--- src/rtl/spi_apb_arbiter_pkg.sv ---
// Shared definitions for the SPI/debug APB arbiter: target selects, FSM states, helpers.
// Latency: n/a (definitions only).
// Backpressure: n/a.
package spi_apb_arbiter_pkg;

  // psel encodings of the secure-gate APB port
  localparam logic [1:0] SEL_RM  = 2'b01;  // register map
  localparam logic [1:0] SEL_ICN = 2'b10;  // interconnect

  typedef enum logic [1:0] {
    ST_IDLE   = 2'd0,
    ST_SETUP  = 2'd1,
    ST_ACCESS = 2'd2,
    ST_RESP   = 2'd3
  } arb_state_t;

  // Only the two one-hot target selects produce an APB cycle.
  function automatic logic sel_legal(input logic [1:0] sel);
    return (sel == SEL_RM) || (sel == SEL_ICN);
  endfunction

endpackage

--- src/rtl/spi_apb_arbiter_if.sv ---
// Bundle of the two-requester request/response channel and the APB master port.
// Latency: n/a (wiring only).
// Backpressure: req_ready one-hot accept on the request side; APB pready on the bus side.
// Modports: master = arbiter side (accepts requests, drives APB), slave = requesters + APB target.
interface spi_apb_arbiter_if #(
  parameter int ADDR_W = 20,
  parameter int DATA_W = 16
);
  localparam int STRB_W = DATA_W / 8;

  // request side, requester i occupies slice i of each packed vector
  logic [1:0]          req_valid;
  logic [1:0]          req_ready;
  logic [3:0]          req_sel;
  logic [1:0]          req_write;
  logic [2*STRB_W-1:0] req_strb;
  logic [2*ADDR_W-1:0] req_addr;
  logic [2*DATA_W-1:0] req_wdata;
  // response side
  logic [1:0]          rsp_valid;
  logic [DATA_W-1:0]   rsp_rdata;
  logic                rsp_err;
  // APB port to the secure gate
  logic [1:0]          psel;
  logic                penable;
  logic                pwrite;
  logic [STRB_W-1:0]   pstrb;
  logic [ADDR_W-1:0]   paddr;
  logic [DATA_W-1:0]   pwdata;
  logic [DATA_W-1:0]   prdata;
  logic                pready;
  logic                pslverr_rm;
  logic                pslverr_icn;
  logic                timeout_o;

  modport master (
    input  req_valid, req_sel, req_write, req_strb, req_addr, req_wdata,
    input  prdata, pready, pslverr_rm, pslverr_icn,
    output req_ready, rsp_valid, rsp_rdata, rsp_err,
    output psel, penable, pwrite, pstrb, paddr, pwdata, timeout_o
  );

  modport slave (
    output req_valid, req_sel, req_write, req_strb, req_addr, req_wdata,
    output prdata, pready, pslverr_rm, pslverr_icn,
    input  req_ready, rsp_valid, rsp_rdata, rsp_err,
    input  psel, penable, pwrite, pstrb, paddr, pwdata, timeout_o
  );

endinterface

--- src/rtl/spi_apb_arbiter_rr_arb2.sv ---
// Two-way round-robin pick: a lone valid wins, a tie goes to the requester that did not win last.
// Latency: purely combinational.
// Backpressure: none; caller qualifies the grant with its own idle condition.
// Ports: valid[1:0] requests, last = index of previous winner, grant[1:0] one-hot (or zero).
module rr_arb2 (
  input  logic [1:0] valid,
  input  logic       last,
  output logic [1:0] grant
);

  always_comb begin
    grant = valid;
    if (valid == 2'b11) begin
      grant = last ? 2'b01 : 2'b10;
    end
  end

endmodule

--- src/rtl/spi_apb_arbiter.sv ---
// Shares the secure-gate APB port between the SPI command engine (req 0) and debug/DMA (req 1).
// Latency: accept T -> SETUP T+1 -> ACCESS T+2.. -> rsp_valid one cycle after pready; bad sel answers at T+1.
// Backpressure: one transfer in flight; req_ready only in IDLE; watchdog aborts after TIMEOUT ACCESS cycles.
// Ports: clk, reset_n (async, active-low), bus = request/response channel + APB master (see interface).
module spi_apb_arbiter
  import spi_apb_arbiter_pkg::*;
#(
  parameter int ADDR_W  = 20,
  parameter int DATA_W  = 16,
  parameter int TIMEOUT = 64
) (
  input  logic               clk,
  input  logic               reset_n,
  spi_apb_arbiter_if.master  bus
);

  localparam int STRB_W = DATA_W / 8;
  localparam int WD_W   = (TIMEOUT > 2) ? $clog2(TIMEOUT) : 1;  // holds 0..TIMEOUT-1

  arb_state_t        state;
  logic              last_grant;
  logic              owner;
  logic [WD_W-1:0]   wdog;

  logic [1:0]        grant;
  logic              win;
  logic [1:0]        win_sel;
  logic              win_write;
  logic [STRB_W-1:0] win_strb;
  logic [ADDR_W-1:0] win_addr;
  logic [DATA_W-1:0] win_wdata;
  logic [1:0]        owner_oh;

  rr_arb2 u_rr_arb2 (
    .valid (bus.req_valid),
    .last  (last_grant),
    .grant (grant)
  );

  // Accept is offered only while idle so a waiting requester is never lost mid-transfer.
  assign bus.req_ready = (state == ST_IDLE) ? grant : 2'b00;

  assign win       = grant[1];
  assign win_sel   = win ? bus.req_sel[3:2]                  : bus.req_sel[1:0];
  assign win_write = win ? bus.req_write[1]                  : bus.req_write[0];
  assign win_strb  = win ? bus.req_strb[2*STRB_W-1:STRB_W]   : bus.req_strb[STRB_W-1:0];
  assign win_addr  = win ? bus.req_addr[2*ADDR_W-1:ADDR_W]   : bus.req_addr[ADDR_W-1:0];
  assign win_wdata = win ? bus.req_wdata[2*DATA_W-1:DATA_W]  : bus.req_wdata[DATA_W-1:0];
  assign owner_oh  = owner ? 2'b10 : 2'b01;

  always_ff @(posedge clk or negedge reset_n) begin
    if (!reset_n) begin
      state         <= ST_IDLE;
      last_grant    <= 1'b1;
      owner         <= 1'b0;
      wdog          <= '0;
      bus.psel      <= '0;
      bus.penable   <= 1'b0;
      bus.pwrite    <= 1'b0;
      bus.pstrb     <= '0;
      bus.paddr     <= '0;
      bus.pwdata    <= '0;
      bus.rsp_valid <= '0;
      bus.rsp_rdata <= '0;
      bus.rsp_err   <= 1'b0;
      bus.timeout_o <= 1'b0;
    end else begin
      case (state)
        ST_IDLE: begin
          if (grant != 2'b00) begin
            owner      <= win;
            last_grant <= win;
            if (sel_legal(win_sel)) begin
              // APB output registers double as the latched request fields.
              state      <= ST_SETUP;
              bus.psel   <= win_sel;
              bus.pwrite <= win_write;
              bus.pstrb  <= win_strb;
              bus.paddr  <= win_addr;
              bus.pwdata <= win_wdata;
            end else begin
              // No target to address: answer straight away with an error.
              state         <= ST_RESP;
              bus.rsp_valid <= grant;
              bus.rsp_rdata <= '0;
              bus.rsp_err   <= 1'b1;
            end
          end
        end
        ST_SETUP: begin
          state       <= ST_ACCESS;
          bus.penable <= 1'b1;
        end
        ST_ACCESS: begin
          // pready is checked first so a completion in the last allowed cycle beats the watchdog.
          if (bus.pready || (wdog == WD_W'(TIMEOUT - 1))) begin
            state         <= ST_RESP;
            bus.rsp_valid <= owner_oh;
            bus.psel      <= '0;
            bus.penable   <= 1'b0;
            bus.pwrite    <= 1'b0;
            bus.pstrb     <= '0;
            bus.paddr     <= '0;
            bus.pwdata    <= '0;
            if (bus.pready) begin
              bus.rsp_rdata <= bus.pwrite ? '0 : bus.prdata;
              bus.rsp_err   <= bus.pslverr_rm | bus.pslverr_icn;
            end else begin
              bus.rsp_rdata <= '0;
              bus.rsp_err   <= 1'b1;
              bus.timeout_o <= 1'b1;
            end
          end else begin
            wdog <= wdog + 1'b1;
          end
        end
        ST_RESP: begin
          state         <= ST_IDLE;
          bus.rsp_valid <= '0;
          bus.timeout_o <= 1'b0;
          wdog          <= '0;
        end
        default: state <= ST_IDLE;
      endcase
    end
  end

endmodule

--- src/flat_wrapper.sv ---
// flat-port wrapper written by rule: the top's interface ports become plain ports
module spi_apb_arbiter_flat import spi_apb_arbiter_pkg::*;
#(
  parameter int ADDR_W  = 20,
  parameter int DATA_W  = 16,
  parameter int TIMEOUT = 64
)
  (clk, reset_n, bus_req_valid, bus_req_sel, bus_req_write, bus_req_strb, bus_req_addr, bus_req_wdata, bus_prdata, bus_pready, bus_pslverr_rm, bus_pslverr_icn, bus_req_ready, bus_rsp_valid, bus_rsp_rdata, bus_rsp_err, bus_psel, bus_penable, bus_pwrite, bus_pstrb, bus_paddr, bus_pwdata, bus_timeout_o);
  spi_apb_arbiter_if #(.ADDR_W(ADDR_W), .DATA_W(DATA_W)) bus_i ();
  input  logic clk;
  input  logic reset_n;
  input wire logic [$bits(bus_i.req_valid)-1:0] bus_req_valid;
  input wire logic [$bits(bus_i.req_sel)-1:0] bus_req_sel;
  input wire logic [$bits(bus_i.req_write)-1:0] bus_req_write;
  input wire logic [$bits(bus_i.req_strb)-1:0] bus_req_strb;
  input wire logic [$bits(bus_i.req_addr)-1:0] bus_req_addr;
  input wire logic [$bits(bus_i.req_wdata)-1:0] bus_req_wdata;
  input wire logic [$bits(bus_i.prdata)-1:0] bus_prdata;
  input wire logic [$bits(bus_i.pready)-1:0] bus_pready;
  input wire logic [$bits(bus_i.pslverr_rm)-1:0] bus_pslverr_rm;
  input wire logic [$bits(bus_i.pslverr_icn)-1:0] bus_pslverr_icn;
  output wire logic [$bits(bus_i.req_ready)-1:0] bus_req_ready;
  output wire logic [$bits(bus_i.rsp_valid)-1:0] bus_rsp_valid;
  output wire logic [$bits(bus_i.rsp_rdata)-1:0] bus_rsp_rdata;
  output wire logic [$bits(bus_i.rsp_err)-1:0] bus_rsp_err;
  output wire logic [$bits(bus_i.psel)-1:0] bus_psel;
  output wire logic [$bits(bus_i.penable)-1:0] bus_penable;
  output wire logic [$bits(bus_i.pwrite)-1:0] bus_pwrite;
  output wire logic [$bits(bus_i.pstrb)-1:0] bus_pstrb;
  output wire logic [$bits(bus_i.paddr)-1:0] bus_paddr;
  output wire logic [$bits(bus_i.pwdata)-1:0] bus_pwdata;
  output wire logic [$bits(bus_i.timeout_o)-1:0] bus_timeout_o;
  assign bus_i.req_valid = bus_req_valid;
  assign bus_i.req_sel = bus_req_sel;
  assign bus_i.req_write = bus_req_write;
  assign bus_i.req_strb = bus_req_strb;
  assign bus_i.req_addr = bus_req_addr;
  assign bus_i.req_wdata = bus_req_wdata;
  assign bus_i.prdata = bus_prdata;
  assign bus_i.pready = bus_pready;
  assign bus_i.pslverr_rm = bus_pslverr_rm;
  assign bus_i.pslverr_icn = bus_pslverr_icn;
  assign bus_req_ready = bus_i.req_ready;
  assign bus_rsp_valid = bus_i.rsp_valid;
  assign bus_rsp_rdata = bus_i.rsp_rdata;
  assign bus_rsp_err = bus_i.rsp_err;
  assign bus_psel = bus_i.psel;
  assign bus_penable = bus_i.penable;
  assign bus_pwrite = bus_i.pwrite;
  assign bus_pstrb = bus_i.pstrb;
  assign bus_paddr = bus_i.paddr;
  assign bus_pwdata = bus_i.pwdata;
  assign bus_timeout_o = bus_i.timeout_o;
  spi_apb_arbiter #(.ADDR_W(ADDR_W), .DATA_W(DATA_W), .TIMEOUT(TIMEOUT)) u_core (.clk(clk), .reset_n(reset_n), .bus(bus_i));
endmodule
--- config.mk ---
export PLATFORM = sky130hd
export DESIGN_NAME = spi_apb_arbiter_flat
export DESIGN_NICKNAME = d
export VERILOG_FILES = /design/src/rtl/spi_apb_arbiter_pkg.sv /design/src/rtl/spi_apb_arbiter_if.sv /design/src/rtl/spi_apb_arbiter_rr_arb2.sv /design/src/rtl/spi_apb_arbiter.sv /design/src/flat_wrapper.sv
export SDC_FILE = /design/constraint.sdc
export NUM_CORES = 1
export LEC_CHECK = 0
export ABC_CLOCK_PERIOD_IN_PS = 3650
export CORE_MARGIN = 8
export CORE_UTILIZATION = 46
export CTS_CLUSTER_DIAMETER = 200
export DETAILED_ROUTE_END_ITERATION = 10
export PLACE_DENSITY = 0.88
export SLEW_MARGIN = 20
export SYNTH_ARGS = -nofsm -noshare
export SYNTH_HDL_FRONTEND = slang
export SYNTH_HIERARCHICAL = 1
export SYNTH_SLANG_ARGS = --single-unit
--- constraint.sdc ---
create_clock -name clk -period 3.65 [get_ports clk]
set_input_delay 0.365 -clock clk [delete_from_list [all_inputs] [get_ports clk]]
set_output_delay 0.365 -clock clk [all_outputs]
set_load 0.01 [all_outputs]
# After elaboration in Yosys (flattened, before gate mapping)
# Cells that the tools add are included.
# totals
wordCells	98
output_inout_bits	64
ff_bits	72
# op_classes
n_reduce_logical	16
add_sub_neg	1
eq_ne	13
muxes	53
bitwise_logic	1
# op_table
operator	n
16-bit two-way mux	9
20-bit two-way mux	4
16-bit one-hot mux with 2 select lines	2
20-bit one-hot mux with 2 select lines	1
2-bit two-way mux	17
6-bit one-hot mux with 2 select lines	1
4-bit AND reduction	3
1-bit two-way mux	10
2-bit != test (second input constant)	5
2-bit == test (second input constant)	4
1-bit one-hot mux with 2 select lines	4
2-bit one-hot mux with 2 select lines	2
2-bit one-hot mux with 4 select lines	1
2-bit AND reduction	4
2-bit nonzero test	4
6-bit by 1-bit adder with 6-bit output (second input constant)	1
6-bit == test (second input constant)	1
6-bit two-way mux	1
2-bit one-hot mux with 3 select lines	1
2-bit by 1-bit == test with 1-bit output (second input constant)	2
3-bit AND reduction	1
3-bit nonzero test	1
2-bit logical NOT	1
1-bit logical OR	2
2 further kinds	2

# Logic depth before layout (Yosys ltp)
# Gate-level depths: netlist of run 1.
# depth
ltp_word	8
ltp_mapped	8

# By module
# The synthesis of run 1 kept the hierarchy.
# by_module_without_submodules
mod	cells_each	area_per_inst_um2	instances	seq_area_each_um2
spi_apb_arbiter	338	3925.0	1	1803.0
rr_arb2	3	18.8	1	0.0

# Worst setup path before layout of run 1
# OpenSTA, ideal clock, no wires.
# synth_timing
path_type	register to register
start	register u_core.state[0]
end	register u_core.bus.rsp_err
slack_ns	1.847
t_required_ns	3.525
stages_incl_launch_ff	8
arrival_time_ns	1.678
path_buffers	1
cell_sequence	dfrtp_1 > inv_1 > ha_1 > nand2_2 > o22a_1 > nand4b_1 > buf_4 > mux2_2
# synth_between
elab_chain_len	3
word_cells_on_any_way	8
classes_between	4 x eq/ne; 1 x mux; 3 x reduce/logical
# synth_lines
item	line	source
start, declared	spi_apb_arbiter.sv:20	arb_state_t state;
start signal, assigned	spi_apb_arbiter.sv:53	state <= ST_IDLE;
start signal, assigned	spi_apb_arbiter.sv:75	state <= ST_SETUP;
start signal, assigned	spi_apb_arbiter.sv:83	state <= ST_RESP;
2-bit == test / 2-bit logical NOT (equally long branches)	spi_apb_arbiter.sv:68	case (state)
2-bit by 1-bit != test with 1-bit output (no line), or another cell as far along	-	
4-bit AND reduction (no line)	-	
end signal, assigned	spi_apb_arbiter.sv:107	bus.rsp_err <= bus.pslverr_rm | bus.pslverr_icn;
end, declared	spi_apb_arbiter_if.sv:39	output req_ready, rsp_valid, rsp_rdata, rsp_err,
# Several ways; a longest one is shown, not always the timed one.
# A chain may end at the register's enable or synchronous reset.

# Worst setup path in the final report of run 1
# layout_timing
start	register u_core.state[0]
end	register u_core.bus.pwdata[11]
# layout_between
elab_chain_len	3
word_cells_on_any_way	8
classes_between	4 x eq/ne; 1 x mux; 3 x reduce/logical
# layout_lines
item	line	source
2-bit == test / 2-bit logical NOT (equally long branches)	spi_apb_arbiter.sv:68	
2-bit by 1-bit != test with 1-bit output (no line), or another cell as far along	-	
4-bit AND reduction (no line)	-	
end signal, assigned	spi_apb_arbiter.sv:80	bus.pwdata <= win_wdata;
end, declared	spi_apb_arbiter_if.sv:40	output psel, penable, pwrite, pstrb, paddr, pwdata, timeout_o
# Several ways; a longest one is shown, not always the timed one.

==> metrics.txt, run 1 <==
result of the run=completed; Crit Path Class=flip-flop to flip-flop; data arrival time of the critical path=2.93 ns; number of remaining DRC errors=0; detailed-route wire length=10700 um; via count=3137; total number of nets in the final design=615; largest net degree at the start of global routing=73; via count of the first global-routing pass=3336; drt pass-1 iters=4; total CTS buffers=9; Reg area=1800 um^2; clock latency at the later pin of the worst-skew pair=0.33 ns; CP Data Required Time=3.85 ns; number of setup violations in the final report=0; layout cell share with drive strength beyond 1=14.1%; gate count of the mapped netlist=341; Worst Max-Slew Pin Slew=0.895 ns; number of hold-slack violations in the final timing report=0; setup repair after global routing missed its margin=no; H-tree level count=3; average cell area after synthesis=11.6 um^2; yosys warns=6; clk sink count=72; Placer Congestion=0.776; main combinational cell family by area after synthesis=multiplexers; XOR/XNOR share of the synthesized area=0.666%; effective utilization at floorplan=47.8%; synthesized cell area=3940 um^2; pwr dens=810 nW/um^2; number of buffers on the longest clock path=2; Via density=5.10; count of routing violations after the opening detailed-route iteration=114; maximum vdd ir drop=0.590 mV; part of the Yosys area used for sequential elements=45.7%; synthesized-area fraction occupied by adder cells=1.59%; die boundary width=109 um; buffer type at the clock tree root=sky130_fd_sc_hd__clkbuf_8; CP Max Fanout=47; DIE AREA=11800 um^2; number of gates resized after cts=0; Max Slew Vio Count=0; worst slew margin relative to its limit=40.3%; Final Total Pwr=4.75 mW; Routed wire per std cell=17.5 um; shortest period the worst path allows=2.72 ns; global route total overflow=0; area delta synth->final=48.5%; compound-gate portion of the synthesized area=4.57%; summed area of non-filler cells in the final layout=5860 um^2; Area after DPL=5670 um^2; wire length of the first global-routing pass=17100 um; Post-DRT Antenna Nets=0; Setup TNS=0 ns; clock tree skew after final layout=0.0121 ns; post-route core utilization=70.9%; FP Rows=33; HPWL reported at the end of detailed placement=8310 um; GRT Overall Usage=18.1%; number of buffers inserted to repair setup after CTS=0; initial antenna violation count=0; unique cell type count in the Yosys netlist=40; Layout fillers=615; clock slew seen by the registers of the worst setup and hold paths=0.08 ns; number of top-level pins=169; net count of the mapped netlist=451; mux cell area share after synthesis=31.3%; number of storage elements in the synthesis netlist=72; Core Region=8260 um^2; hold crit path type=primary input to asynchronous set/reset pin; Diodes inserted=0; Max Cap Viol=0; count of hold buffers inserted by post-cts repair=0; peak clock frequency supported by timing=367 MHz; area used by multi-input combinational logic=1950 um^2; type of origin of the critical path=flip-flop; CTS tree=yes; final period utilization=74.6%; Simple-Gate Fraction of Synth Area=10.9%; Port-buffer cells=168; Die Ht=109 um; type of destination of the critical path=flip-flop; LEAKAGE=2.72 nW
==> placed cells by master, fill, tap and decap left out, drive strengths merged, types with 2 or more instances in the layout <==
| cell | instances |
|---|---|
| clkdlybuf4s50 | 167 |
| clkinvlp | 2 |
| o22a | 2 |
| nand2 | 31 |
| a22o | 3 |
| o21ai | 4 |
| xnor2 | 2 |
| ha | 5 |
| a21boi | 2 |
| clkbuf | 12 |
| inv | 23 |
| nand4b | 2 |
| nor2 | 46 |
| dfrtp | 71 |
| clkinv | 2 |
| nand2b | 2 |
| a221o | 2 |
| nand3 | 6 |
| mux2i | 59 |
| buf | 4 |
| nor4 | 2 |
| mux2 | 44 |
| nor2b | 2 |
| a21oi | 3 |
==> cells in the mapped netlist, drive strengths merged <==
master	instances	area share [%]
buf	12	2.4
nor4	2	0.32
nor3	1	0.13
mux2	44	16
and3	1	0.16
o221ai	1	0.38
nand3	6	1.1
mux2i	59	15
xor2	1	0.22
clkbuf	6	0.57
a221o	2	0.51
o2bb2ai	1	0.22
a22o	3	0.67
o21a	1	0.19
nand2	31	3.0
a21oi	3	0.38
a2bb2oi	1	0.67
xnor2	2	0.44
dfrtp	71	45
a21boi	2	0.38
or3	1	0.16
nor2	46	4.4
nand2b	2	0.51
and2b	1	0.19
dfstp	1	0.67
nor4b	1	0.22
a211o	1	0.22
inv	23	2.2
nor2b	2	0.32
o22a	2	0.44
nand4b	2	0.44
o21ai	4	0.51
ha	5	1.6
==> kinds of logic after synthesis <==
kind of cell               count (synthesis)
AOI/OAI and AO/OA                         21
adders and majority gates                  5
DFF                                       72
and+or+nand+nor                           96
buffers and inverters                     41
muxes                                    103
xor gates and xnor gates                   3
==> registers in the layout, indices dropped and copies added (netlist names) <==
| register | count |
|---|---|
| u_core/bus.paddr | 20 |
| u_core/bus.penable | 1 |
| u_core/bus.psel | 2 |
| u_core/bus.pstrb | 2 |
| u_core/bus.pwdata | 16 |
| u_core/bus.pwrite | 1 |
| u_core/bus.rsp_err | 1 |
| u_core/bus.rsp_rdata | 16 |
| u_core/bus.rsp_valid | 2 |
| u_core/bus.timeout_o | 1 |
| u_core/last_grant | 1 |
| u_core/owner | 1 |
| u_core/state | 2 |
| u_core/wdog | 6 |
==> per-stage QoR <==
step | hold slack [ns] | std cells | worst slack [ns]
2_1_floorplan | 0.0694 | 341 | 1.85
3_3_place_gp | 0.484 | 599 | 0.837
3_5_place_dp | 0.485 | 599 | 0.757
4_1_cts | 0.180 | 615 | 0.897
5_1_grt | 0.229 | 615 | 0.734
6_report | 0.143 | 615 | 0.927
==> per-layer routing <==
layer	share of wire, %	wire, um	vias to the layer above	global-route usage, %
met5	0	0	-	0
met4	1.0	110	0	4.79
met3	8.6	921	10	5.23
met2	49	5310	123	30.3
met1	41	4400	1510	22.4
li1	-	-	1494	-
==> critical path: stages (launching register included) <==
cell and delay, ns:
sky130_fd_sc_hd__dfrtp_1 0.40, sky130_fd_sc_hd__inv_1 0.11, sky130_fd_sc_hd__ha_2 0.18, sky130_fd_sc_hd__buf_4 0.41, sky130_fd_sc_hd__nand2b_1 0.16, sky130_fd_sc_hd__o221ai_2 0.12
sky130_fd_sc_hd__nand3_4 0.63, sky130_fd_sc_hd__mux2_4 0.55
==> final cells by class <==
class                   count  share of cell area (%)
multi-input cells         228                    33.3
flip-flops and latches     72                    30.8
repair buffers            171                    29.0
clock buffers              12                    2.65
well taps                 105                    2.24
inverters                  23                    1.47
clock inverters             4                   0.491
==> report_power, final <==
part           switching, mW  internal [mW]  leakage [nW]
registers              0.230           1.17         0.911
logic                   1.18           1.60          1.72
clock network          0.284          0.284        0.0886
total                   1.70           3.05          2.72
==> path summary, 6_finish.rpt <==
path / from / end / slack (ns) / depth (start not counted)
min in group clk: u_core/last_grant / u_core/last_grant / 0.49 / 2
worst min register to register: u_core/last_grant / u_core/last_grant / 0.49 / 2
max in group asynchronous: reset_n / u_core/bus.paddr[10] / 2.90 / 1
worst max-delay path: u_core/state[0] / u_core/bus.pwdata[11] / 0.93 / 7
worst max register to register: u_core/state[0] / u_core/bus.pwdata[11] / 0.93 / 7
worst min-delay path: reset_n / u_core/bus.rsp_rdata[15] / 0.14 / 1
Note: power is estimated with default switching activity, not from simulation.
==> inputs of run 2 (changes only) <==
--- a/config.mk
+++ b/config.mk
@@ -5,12 +5,12 @@
 export SDC_FILE = /design/constraint.sdc
 export NUM_CORES = 1
 export LEC_CHECK = 0
-export ABC_CLOCK_PERIOD_IN_PS = 3650
+export ABC_CLOCK_PERIOD_IN_PS = 2300
 export CORE_MARGIN = 8
-export CORE_UTILIZATION = 46
+export CORE_UTILIZATION = 39
 export CTS_CLUSTER_DIAMETER = 200
 export DETAILED_ROUTE_END_ITERATION = 10
-export PLACE_DENSITY = 0.88
+export PLACE_DENSITY = 0.8
 export SLEW_MARGIN = 20
 export SYNTH_ARGS = -nofsm -noshare
 export SYNTH_HDL_FRONTEND = slang
==> constraint.sdc (replaced) <==
create_clock -name clk -period 2.3 [get_ports clk]
set_input_delay 0.23 -clock clk [delete_from_list [all_inputs] [get_ports clk]]
set_output_delay 0.23 -clock clk [all_outputs]
set_load 0.01 [all_outputs]
==> metrics.txt, run 2 (same netlist as run 1, synthesis figures left out) <==
number of hold-slack violations in the final timing report=0; Core Region=9820 um^2; hold crit path type=primary input to flip-flop; wire length of the first global-routing pass=17500 um; die boundary width=117 um; H-tree level count=3; most common cell after layout, fill and taps aside=sky130_fd_sc_hd__clkdlybuf4s50_1; type of origin of the critical path=flip-flop; area used by multi-input combinational logic=1950 um^2; data arrival time of the critical path=1.98 ns; maximum vdd ir drop=0.734 mV; global route total overflow=0; GRT Overall Usage=16.4%; Worst path slowest cell=sky130_fd_sc_hd__dfstp_2; non-filler instance count after layout=651; Diodes inserted=0; Port-buffer cells=168; number of buffers on the longest clock path=2; Crit Path Class=flip-flop to primary output; Post-DRT Antenna Nets=0; Worst Max-Slew Pin Slew=0.757 ns; count of hold buffers inserted by post-cts repair=1; number of remaining DRC errors=0; worst hold slack across all endpoints=0.431 ns; CP Data Required Time=2.07 ns; number of top-level pins=169; total CTS buffers=9; number of buffers inserted to repair setup after CTS=0; max FFs per register=20; Max Slew Vio Count=0; Die Ht=117 um; drt pass-1 iters=5; final period utilization=96.0%; via count=3113; area delta synth->final=53.4%; effective utilization at floorplan=40.2%; shortest period the worst path allows=2.21 ns; clock slew seen by the registers of the worst setup and hold paths=0.08 ns; Via density=4.78; Max Cap Viol=0; HPWL reported at the end of detailed placement=8630 um; critical-path cell list=inv_1, a21boi_1, buf_4, nand2_1, inv_1, clkdlybuf4s50_1; number of gates resized after cts=0; buffer type at the clock tree root=sky130_fd_sc_hd__clkbuf_8; top flop regs=u_core/bus.paddr: 20 flops, u_core/bus.pwdata: 16 flops, u_core/bus.rsp_rdata: 16 flops; cell total after placement=634; initial antenna violation count=0; longest individual stage delay on the worst path=0.58 ns; commonest non-fill, non-tap cells in the layout=167 x sky130_fd_sc_hd__clkdlybuf4s50_1, 71 x sky130_fd_sc_hd__dfrtp_1, 59 x sky130_fd_sc_hd__mux2i_1; type of destination of the critical path=primary output; clock latency at the later pin of the worst-skew pair=0.34 ns; cell family with the largest share of critical-path delay=buffers and inverters; Routed wire per std cell=17.2 um; result of the run=completed; clk sink count=72; DIE AREA=13600 um^2; clock tree skew after final layout=0.00839 ns; Reg area=1800 um^2; via count of the first global-routing pass=3487; FP Rows=36; total number of nets in the final design=623; layout cell share with drive strength beyond 1=15.3%; setup repair after global routing missed its margin=no; Setup TNS=0 ns; number of setup violations in the final report=0; count of routing violations after the opening detailed-route iteration=141; largest net degree at the start of global routing=73; critical path buffer and inverter count=4; cell type with the highest occurrence count on the critical path=sky130_fd_sc_hd__inv_1; detailed-route wire length=11200 um; LEAKAGE=2.80 nW; CTS tree=yes; CP Max Fanout=3; peak clock frequency supported by timing=453 MHz; pwr dens=1300 nW/um^2; worst slew margin relative to its limit=49.0%; Layout fillers=829; Placer Congestion=0.759; register ranked first by flip-flop count=u_core/bus.paddr
## run 2: cell count changes in the layout (fill, tap and decap cells not counted), sizes merged
cell	previous run	this run
clkinvlp	2	0
bufinv	0	2
clkinv	2	5
clkbuf	12	9
buf	4	11
dlygate4sd3	0	1
## run 2: cell type report
cell class | instances | area share [%]
clock inverters | 7 | 1.59
multi-input cells | 228 | 32.2
well taps | 133 | 2.75
repair buffers | 179 | 30.2
inverters | 23 | 1.43
flip-flops and latches | 72 | 29.8
clock buffers | 9 | 2.05
## run 2: worst paths after layout
check | startpoint | endpoint | slack (ns) | depth (start not counted)
worst max-delay path | u_core/last_grant | bus_req_ready[0] | 0.09 | 6
worst min-delay path | bus_prdata[11] | u_core/bus.rsp_rdata[11] | 0.43 | 3
worst max register to register | u_core/state[1] | u_core/bus.pwdata[14] | 0.31 | 7
worst min register to register | u_core/last_grant | u_core/last_grant | 0.49 | 2
max in group asynchronous | reset_n | u_core/last_grant | 1.51 | 3
min in group asynchronous | reset_n | u_core/bus.pwdata[11] | 0.46 | 3
## run 2: metal layers
metal	share of wire [%]	GRT usage [%]	vias to the layer above
met3	9.5	5.07	13
met4	1.2	5.55	0
met1	43	20.2	1482
met2	46	26.5	117
li1	-	-	1501
met5	0	0	-
## run 2: tightest hold or removal path, cell delays in order
cell	delay, ns
sky130_fd_sc_hd__clkdlybuf4s50_1	0.39
sky130_fd_sc_hd__nand2_1	0.05
sky130_fd_sc_hd__mux2i_1	0.05
## run 2: stage by stage
step	instance area, um^2	power (mW)	utilization, %	worst slack, ns
floorplan	3940	5.04	-	0.497
global placement	5820	6.68	59.3	0.150
detailed placement	5820	6.82	59.3	0.0962
CTS	6050	7.97	61.6	0.0568
global route	6050	8.39	61.6	0.00134
finish	6050	7.88	61.6	0.0911
## run 2: power by group
group / internal [mW] / switching (mW) / leakage, nW
Sequential: 1.86 / 0.362 / 0.911
Clock: 0.612 / 0.487 / 0.113
Combinational: 2.65 / 1.91 / 1.78
==> inputs of run 3 (changes only) <==
--- a/config.mk
+++ b/config.mk
@@ -10,6 +10,7 @@
 export CORE_UTILIZATION = 39
 export CTS_CLUSTER_DIAMETER = 200
 export DETAILED_ROUTE_END_ITERATION = 10
+export GPL_TIMING_DRIVEN = 0
 export PLACE_DENSITY = 0.8
 export SLEW_MARGIN = 20
 export SYNTH_ARGS = -nofsm -noshare
==> metrics.txt, run 3 (same netlist as run 1, synthesis figures left out) <==
result of the run=completed; worst slew margin relative to its limit=52.2%; critical path buffer and inverter count=3; post-route core utilization=62.0%; initial antenna violation count=0; Max Slew Vio Count=0; capturing point of the worst reg2reg path=u_core/bus.rsp_rdata[15]; CP Max Fanout=3; shortest period the worst path allows=2.15 ns; combinational cell fraction of total power=56.6%; clock slew seen by the registers of the worst setup and hold paths=0.07 ns; CP Data Required Time=2.07 ns; clock latency at the later pin of the worst-skew pair=0.34 ns; HPWL reported at the end of detailed placement=8610 um; Worst Max-Slew Pin Slew=0.709 ns; Core Region=9820 um^2; number of buffers inserted to repair setup after CTS=0; via count=3135; global route total overflow=0; peak clock frequency supported by timing=464 MHz; number of remaining DRC errors=0; number of top-level pins=169; most common cell after layout, fill and taps aside=sky130_fd_sc_hd__clkdlybuf4s50_1; length in cells of the worst reg-to-reg path=8; longest individual stage delay on the worst path=0.54 ns; Flop pwr share=27.2%; effective utilization at floorplan=40.2%; buffer type at the clock tree root=sky130_fd_sc_hd__clkbuf_8; clk sink count=72; critical-path cell list=inv_1, a21boi_2, nand2_1, inv_1, clkdlybuf4s50_1; data arrival time of the critical path=1.92 ns; internal power=5.31 mW; area delta synth->final=54.3%; non-filler instance count after layout=659; type of origin of the critical path=flip-flop; GRT Overall Usage=16.3%; top flop regs=u_core/bus.paddr: 20 flops, u_core/bus.pwdata: 16 flops, u_core/bus.rsp_rdata: 16 flops; Routed wire per std cell=16.8 um; Sw Pwr=2.75 mW; H-tree level count=3; total number of nets in the final design=632; maximum vdd ir drop=0.648 mV; die boundary width=117 um; total CTS buffers=9; max FFs per register=20; number of setup violations in the final report=0; number of hold-slack violations in the final timing report=0; share of power burned in the clock network=16.2%; Final Total Pwr=8.05 mW; Max Cap Viol=0; count of routing violations after the opening detailed-route iteration=155; drt pass-1 iters=4; LEAKAGE=2.82 nW; detailed-route wire length=11100 um; Worst path slowest cell=sky130_fd_sc_hd__dfstp_2; clock tree skew after final layout=0.00915 ns; Worst R2R Setup Slack=0.26 ns; commonest non-fill, non-tap cells in the layout=167 x sky130_fd_sc_hd__clkdlybuf4s50_1, 71 x sky130_fd_sc_hd__dfrtp_1, 59 x sky130_fd_sc_hd__mux2i_1; DIE AREA=13600 um^2; cell total after placement=643; Placer Congestion=0.826; type of destination of the critical path=primary output; largest net degree at the start of global routing=41; hold crit path type=primary input to asynchronous set/reset pin; Sw Share=34.1%; CTS tree=yes; pwr dens=1320 nW/um^2; Post-DRT Antenna Nets=0; Diodes inserted=0; cell family with the largest share of critical-path delay=buffers and inverters; final period utilization=93.7%; setup repair after global routing missed its margin=no; Die Ht=117 um; Via density=4.76; number of buffers on the longest clock path=2; Crit Path Class=flip-flop to primary output; register ranked first by flip-flop count=u_core/bus.paddr; via count of the first global-routing pass=3439; layout cell share with drive strength beyond 1=15.6%; wire length of the first global-routing pass=17300 um; critical register-to-register path startpoint=u_core/state[0]; cell type with the highest occurrence count on the critical path=sky130_fd_sc_hd__inv_1; Port-buffer cells=168; FP Rows=36
## run 3: cell types whose count changed in the layout (fill, tap and decap cells not counted), moves of 2 or more
cell and delta:
sky130_fd_sc_hd__buf_6 +5, sky130_fd_sc_hd__clkbuf_1 +5, sky130_fd_sc_hd__buf_12 -4, sky130_fd_sc_hd__buf_2 +4, sky130_fd_sc_hd__clkinv_4 -3, sky130_fd_sc_hd__buf_4 -2
sky130_fd_sc_hd__bufinv_16 +2
## run 3: cell type report
class / count / area (um^2)
Timing Repair Buffer: 170 / 1710
Buffer: 18 / 120
Sequential cell: 72 / 1800
Tap cell: 133 / 166
Fill cell: 848 / 3740
Clock buffer: 9 / 124
Multi-Input combinational cell: 228 / 1940
Inverter: 23 / 86.3
Clock inverter: 6 / 133
## run 3: how the worst max path moves through the flow
stage / from / end / slack (ns) / depth (start not counted)
after floorplan: u_core/state[0] / u_core/bus.rsp_err / 0.50 / 7
after global placement: reset_n / u_core/bus.timeout_o / -1.52 / 1
after detailed placement: bus_req_valid[1] / u_core/bus.rsp_rdata[15] / 0.01 / 9
after CTS: u_core/state[0] / bus_req_ready[1] / 0.07 / 5
after global routing: u_core/last_grant / bus_req_ready[0] / 0.05 / 5
final: u_core/last_grant / bus_req_ready[0] / 0.15 / 5
## run 3: power groups by stage
stage / registers [mW] / clock network [mW] / logic (mW)
floorplan: 2.41 / 0 / 2.63
global placement: 2.19 / 0 / 4.50
detailed placement: 2.21 / 0 / 4.60
CTS: 2.19 / 1.34 / 4.63
global route: 2.27 / 1.40 / 4.92
finish: 2.19 / 1.30 / 4.56
## run 3: metal layers
metal / up-vias / GRT usage (%) / share of wire [%]
met5: - / 0 / 0
met4: 0 / 4.61 / 0.52
met3: 8 / 5.58 / 9.1
met2: 117 / 26.6 / 48
met1: 1488 / 19.9 / 42
li1: 1522 / - / -
## run 3: repair_timing
item / CTS / global route
gates cloned: 0 / 0
endpoints found under the setup margin: 1 / 4
gates resized for setup: 1 / 3
hold endpoints to repair: 31 / 0
hold buffers: 1 / 0
## run 3: per-stage QoR
stage / hold slack, ns / worst slack [ns] / TNS [ns] / instance area [um^2]
floorplan: -0.0656 / 0.497 / 0 / 3940
global placement: 0.454 / -1.52 / -108.13 / 5790
detailed placement: 0.209 / 0.0132 / 0 / 5810
CTS: 0.385 / 0.0681 / 0 / 6080
global route: 0.405 / 0.0457 / 0 / 6080
finish: 0.390 / 0.145 / 0 / 6080
